$ cat src/rtl/ps2_mouse_packet_rx.sv
// ps2_mouse_packet_rx: PS/2 frame receiver assembling 3-byte mouse packets.
// Frames are checked for stop/parity/sync errors; data outputs change only on good packets.
module ps2_mouse_packet_rx #(
  parameter bit CHECK_PARITY = 1'b1,
  parameter bit SYNC_ON_BIT3 = 1'b1
) (
  input  logic       Mouse_Clk,
  input  logic       reset,
  input  logic       Mouse_Data,
  output logic       pkt_valid,
  output logic [7:0] status_byte,
  output logic [8:0] x_move,
  output logic [8:0] y_move,
  output logic [2:0] buttons,
  output logic       frame_err,
  output logic [7:0] err_count
);
  typedef enum logic [1:0] {IDLE, DATA, PARITY, STOP} state_t;
  state_t     state_q, state_d;
  logic [2:0] bit_cnt_q, bit_cnt_d;
  logic [7:0] shift_q, shift_d;
  logic       par_q, par_d;
  logic [1:0] byte_idx_q, byte_idx_d;
  logic [7:0] hold0_q, hold0_d, hold1_q, hold1_d;
  logic       pkt_valid_q, pkt_valid_d, frame_err_q, frame_err_d;
  logic [7:0] err_count_q, err_count_d, status_q, status_d;
  logic [8:0] x_q, x_d, y_q, y_d;
  logic       frame_ok, sync_bad;
  // In STOP the line carries the stop bit, so it is judged combinationally here.
  assign frame_ok = Mouse_Data && (!CHECK_PARITY || (^{shift_q, par_q}));
  assign sync_bad = SYNC_ON_BIT3 && byte_idx_q == 2'd0 && !shift_q[3];
  always_comb begin
    state_d     = state_q;
    bit_cnt_d   = bit_cnt_q;
    shift_d     = shift_q;
    par_d       = par_q;
    byte_idx_d  = byte_idx_q;
    hold0_d     = hold0_q;
    hold1_d     = hold1_q;
    pkt_valid_d = 1'b0;
    frame_err_d = 1'b0;
    err_count_d = err_count_q;
    status_d    = status_q;
    x_d         = x_q;
    y_d         = y_q;
    case (state_q)
      IDLE: begin
        state_d   = Mouse_Data ? IDLE : DATA;
        bit_cnt_d = 3'd0;
      end
      DATA: begin
        shift_d   = {Mouse_Data, shift_q[7:1]};
        bit_cnt_d = (bit_cnt_q == 3'd7) ? 3'd0 : bit_cnt_q + 3'd1;
        state_d   = (bit_cnt_q == 3'd7) ? PARITY : DATA;
      end
      PARITY: begin
        par_d   = Mouse_Data;
        state_d = STOP;
      end
      STOP: begin
        state_d = IDLE;
        if (!frame_ok || sync_bad) begin
          frame_err_d = 1'b1;
          err_count_d = err_count_q + {7'd0, err_count_q != 8'hFF};
          byte_idx_d  = 2'd0;
        end else if (byte_idx_q == 2'd2) begin
          pkt_valid_d = 1'b1;
          status_d    = hold0_q;
          x_d         = {hold0_q[4], hold1_q};
          y_d         = {hold0_q[5], shift_q};
          byte_idx_d  = 2'd0;
        end else begin
          hold0_d    = (byte_idx_q == 2'd0) ? shift_q : hold0_q;
          hold1_d    = (byte_idx_q == 2'd1) ? shift_q : hold1_q;
          byte_idx_d = byte_idx_q + 2'd1;
        end
      end
      default: state_d = IDLE;
    endcase
  end
  always_ff @(negedge Mouse_Clk or posedge reset) begin
    if (reset) begin
      state_q     <= IDLE;
      bit_cnt_q   <= 3'd0;
      shift_q     <= 8'd0;
      par_q       <= 1'b0;
      byte_idx_q  <= 2'd0;
      hold0_q     <= 8'd0;
      hold1_q     <= 8'd0;
      pkt_valid_q <= 1'b0;
      frame_err_q <= 1'b0;
      err_count_q <= 8'd0;
      status_q    <= 8'd0;
      x_q         <= 9'd0;
      y_q         <= 9'd0;
    end else begin
      state_q     <= state_d;
      bit_cnt_q   <= bit_cnt_d;
      shift_q     <= shift_d;
      par_q       <= par_d;
      byte_idx_q  <= byte_idx_d;
      hold0_q     <= hold0_d;
      hold1_q     <= hold1_d;
      pkt_valid_q <= pkt_valid_d;
      frame_err_q <= frame_err_d;
      err_count_q <= err_count_d;
      status_q    <= status_d;
      x_q         <= x_d;
      y_q         <= y_d;
    end
  end
  assign pkt_valid   = pkt_valid_q;
  assign frame_err   = frame_err_q;
  assign err_count   = err_count_q;
  assign status_byte = status_q;
  assign x_move      = x_q;
  assign y_move      = y_q;
  assign buttons     = status_q[2:0];
endmodule

$ cat config.mk
export PLATFORM = sky130hd
export DESIGN_NAME = ps2_mouse_packet_rx
export DESIGN_NICKNAME = d
export VERILOG_FILES = /design/src/rtl/ps2_mouse_packet_rx.sv
export SDC_FILE = /design/constraint.sdc
export NUM_CORES = 1
export LEC_CHECK = 0
export ABC_AREA = 0
export CORE_ASPECT_RATIO = 1.4
export CORE_MARGIN = 1.5
export CORE_UTILIZATION = 30
export DETAILED_ROUTE_END_ITERATION = 16
export HOLD_SLACK_MARGIN = 0.02
export PLACE_DENSITY = 0.59
export SLEW_MARGIN = 15
export SYNTH_ARGS = -nofsm -noshare
export SYNTH_HDL_FRONTEND = slang
export SYNTH_SLANG_ARGS = --single-unit
export TNS_END_PERCENT = 20
$ cat constraint.sdc
create_clock -name Mouse_Clk -period 2.24 [get_ports Mouse_Clk]
set_input_delay 0.224 -clock Mouse_Clk [delete_from_list [all_inputs] [get_ports Mouse_Clk]]
set_output_delay 0.224 -clock Mouse_Clk [all_outputs]
set_load 0.02 [all_outputs]
==> results.json <==
{
  "result_of_the_run": "finished, violations left",
  "failed_checks": "DRC, setup timing",
  "grt-ovfl-total": 0,
  "routed-wl-met2_um": 2820,
  "intPower_mw": 3.48,
  "post_synth_instance_area_mm2": 0.00282,
  "grtUsageTotal_pct": 12.1,
  "topRoutingLayerUsed": "met4",
  "worstMarginPinSlew_ns": 0.285,
  "fraction_of_synthesized_cell_area_taken_by_the_top_area_cell_type_pct": 58.6,
  "synth-adder-area-share_pct": 1.78,
  "synth_top_cells_by_area": "dfrtn_1, mux2_2, mux2_4, xor2_1, ha_1",
  "finalSetupViolCount": 58,
  "drt.antenna.violating_nets": 0,
  "peak_ir_drop_on_the_vdd_network_v": 0.000700,
  "synth_top_area_cell": "dfrtn_1",
  "cts_made_buffers": 9,
  "numPortBuffers": 41,
  "placed_area_mm2": 0.00363,
  "cp_max_fo": 6,
  "leakage_power_of_the_design_nw": 2.00,
  "row_count": 41,
  "worst_setup_path_end_kind": "register",
  "floorplan.core_area_mm2": 0.00908,
  "drc": 8,
  "holdCritPathClass": "register to register",
  "cap_violations": 0,
  "initial_antenna_violation_count": 0,
  "synth_xor_xnor_area_share_pct": 4.39,
  "clock_network_fraction_of_design_power_pct": 28.4,
  "yosys_warnings": 0,
  "netSwitchingFraction_pct": 29.9,
  "layout_setup_ws_ns": -0.263,
  "power.net_switching_mw": 1.49,
  "detail_route.first_pass.iterations": 11,
  "floorplan.die.height_um": 118,
  "finalHoldViolations": 0,
  "grt_max_degree": 40,
  "clock_path_buffers": 2,
  "detailedRoute.firstIterationViolations": 75,
  "area_growth_syn_to_layout_pct": 43.1,
  "timing.final.max_slew_violations": 0,
  "cts-root-buf": "clkbuf_16",
  "hold_start": "hold0_q[3]",
  "timing.rr.end": "x_move[2]",
  "dp_cells": 361,
  "ys_seq_area_share_pct": 58.6,
  "p_per_area_mw_per_mm2": 1230,
  "i_o_pin_count": 42,
  "timing.rr.start": "shift_q[2]",
  "setup_crit_start_kind": "input port",
  "instances_no_fill": 382,
  "share_of_final_layout_standard_cells_stronger_than_drive_strength_1_pct": 58.2,
  "main_combinational_cell_family_by_area_after_synthesis": "multiplexers",
  "htreeDepth": 3,
  "synth_fp_nets": 191,
  "max_slew_margin_pct": 80.9,
  "clock_sink_count": 66,
  "seq_power_share_pct": 35.3,
  "clock_latency_ns": 0.33,
  "min_to": "hold0_q[3]",
  "synth_compound_area_share_pct": 1.82,
  "postCtsHoldBufs": 0,
  "synthesis.instances": 184,
  "design.final.nets": 277,
  "gpl.final_weighted_congestion": 0.705,
  "grt_setup_unrepaired": "true",
  "register_to_register_setup_slack_ns": -0.12,
  "cts_tree": "yes",
  "hold_path_depth": 1,
  "cp.required_ns": 1.30,
  "p_comb_share_pct": 36.4,
  "design.die.area_mm2": 0.0100,
  "grt_first_pass_wirelength_um": 9470,
  "n_antenna_cell": 0,
  "final_design_area_no_fill_mm2": 0.00403,
  "synth_cell_types": 32,
  "post_synth_mux_area_share_pct": 23.3,
  "crit_arrival_ns": 1.56,
  "wl_met1_um": 2440,
  "worst_r2r_path_depth": 7,
  "detailed_place_hpwl_um": 3570,
  "crit_type": "input port to register",
  "post-place-ws_ns": -1.00,
  "via_per_inst": 4.47,
  "route.detailed.wl_per_inst_um": 14.5,
  "first_global_vias": 1865,
  "fin_total_pwr_mw": 4.97,
  "synthesis.area_per_instance_um2": 15.3,
  "die_width_um": 84.9,
  "clkTransAtPathRegs_ns": 0.04,
  "floorplan.initialDensity_pct": 31.0,
  "routed_wirelength_um": 5550,
  "dr_wl_met3_um": 206,
  "detailroute.via_count": 1707,
  "ys_seq_elements": 66,
  "final.setup_skew_ns": 0.00730,
  "synth-simple-area-share_pct": 6.39
}
## flip-flops by register name (all words and copies together), names as in the netlist, named ones only
name,count
err_count,8
hold0_q,8
hold1_q,8
shift_q,8
status_byte,8
x_move,8
y_move,8
bit_cnt_q,3
byte_idx_q,2
frame_err,1
par_q,1
pkt_valid,1
state_q,1
## metrics by stage
stage / util (%) / setup TNS [ns] / hold WS (ns)
finish: 44.4 / -8.39 / 0.412
global route: 44.4 / -12.63 / 0.444
CTS: 44.8 / -9.86 / 0.414
detailed placement: 40.0 / -48.50 / 0.408
global placement: 40.0 / -47.13 / 0.415
floorplan: - / -18.01 / 0.389
## routing by layer
metal | up-vias | track usage, %
li1 | 813 | -
met1 | 858 | 14.9
met2 | 30 | 20.1
met3 | 6 | 3.44
met4 | 0 | 4.61
met5 | - | 0
## timing repair
action	CTS	global route
setup buffers	6	0
gates resized for setup	225	15
pin swaps	1	0
gates cloned	3	0
endpoints found under the setup margin	91	85
## synth_stat cells
master	n
mux2_2	31
ha_1	4
mux2i_4	1
inv_1	1
buf_12	2
nand2_1	12
dfrtn_1	66
mux2_4	19
nor4b_1	3
a21oi_1	1
nor3_1	2
buf_6	1
xnor3_1	2
buf_4	5
o21a_1	1
clkbuf_1	1
and4b_1	2
and3_1	2
a21o_1	1
nand2b_1	3
nand4_1	1
buf_2	1
nor2b_1	1
and2_1	1
buf_1	1
a22o_1	2
nor2_1	5
o31a_1	1
nand3_2	1
xnor2_1	2
xor2_1	7
o21ai_0	1
## final cells by class
type | instances | area (um2)
timing repair buffer | 86 | 848
tap | 107 | 134
multi-input combinational | 106 | 1090
sequential | 66 | 1650
fill | 832 | 5050
clock buffer | 11 | 253
clock inverter | 5 | 52.6
inverter | 1 | 7.51
## cells by family after synthesis
logic type,Yosys count
muxes,51
buffers and inverters,12
xor gates and xnor gates,11
AOI/OAI and AO/OA,7
and+or+nand+nor,33
adders and majority gates,4
DFF,66
## power groups by stage
| stage | clock network, mW | registers, mW | logic (mW) |
|---|---|---|---|
| 2_1_floorplan | 0 | 1.86 | 0.915 |
| 3_3_place_gp | 0 | 1.74 | 1.72 |
| 3_5_place_dp | 0 | 1.75 | 1.73 |
| 4_1_cts | 1.44 | 1.75 | 1.79 |
| 5_1_grt | 1.48 | 1.79 | 1.97 |
| 6_report | 1.41 | 1.75 | 1.81 |
## cells in the final DEF, fill, tap and decap left out, drive strengths merged
cell	n
buf	85
dfrtn	66
mux2	50
nand2	12
clkbuf	11
xor2	7
nor2	5
ha	4
nand2b	3
nor4b	3
clkinv	3
xnor3	2
xnor2	2
and4b	2
nor3	2
and3	2
a22o	2
clkinvlp	2
o31a	1
mux2i	1
and2	1
nor2b	1
nand3	1
nand4	1
o21a	1
a21oi	1
a21o	1
o21ai	1
bufinv	1
clkdlybuf4s50	1
## worst max path at each step
stage,start,endpoint,slack [ns],cells after the start
after floorplan,Mouse_Data,status_byte[0],-0.53,7
after global placement,Mouse_Data,status_byte[4],-0.96,7
after detailed placement,Mouse_Data,status_byte[3],-1.00,7
after CTS,Mouse_Data,y_move[4],-0.31,9
after global routing,Mouse_Data,x_move[2],-0.34,8
final,Mouse_Data,x_move[2],-0.26,8
## critical path, stage by stage
cell and delay (ns):
buf_6 0.07, o31a_1 0.13, nand2b_1 0.09, mux2i_4 0.15, and4b_2 0.32, buf_6 0.15
buf_12 0.13, mux2_4 0.29
(Power assumes the default switching activity.)
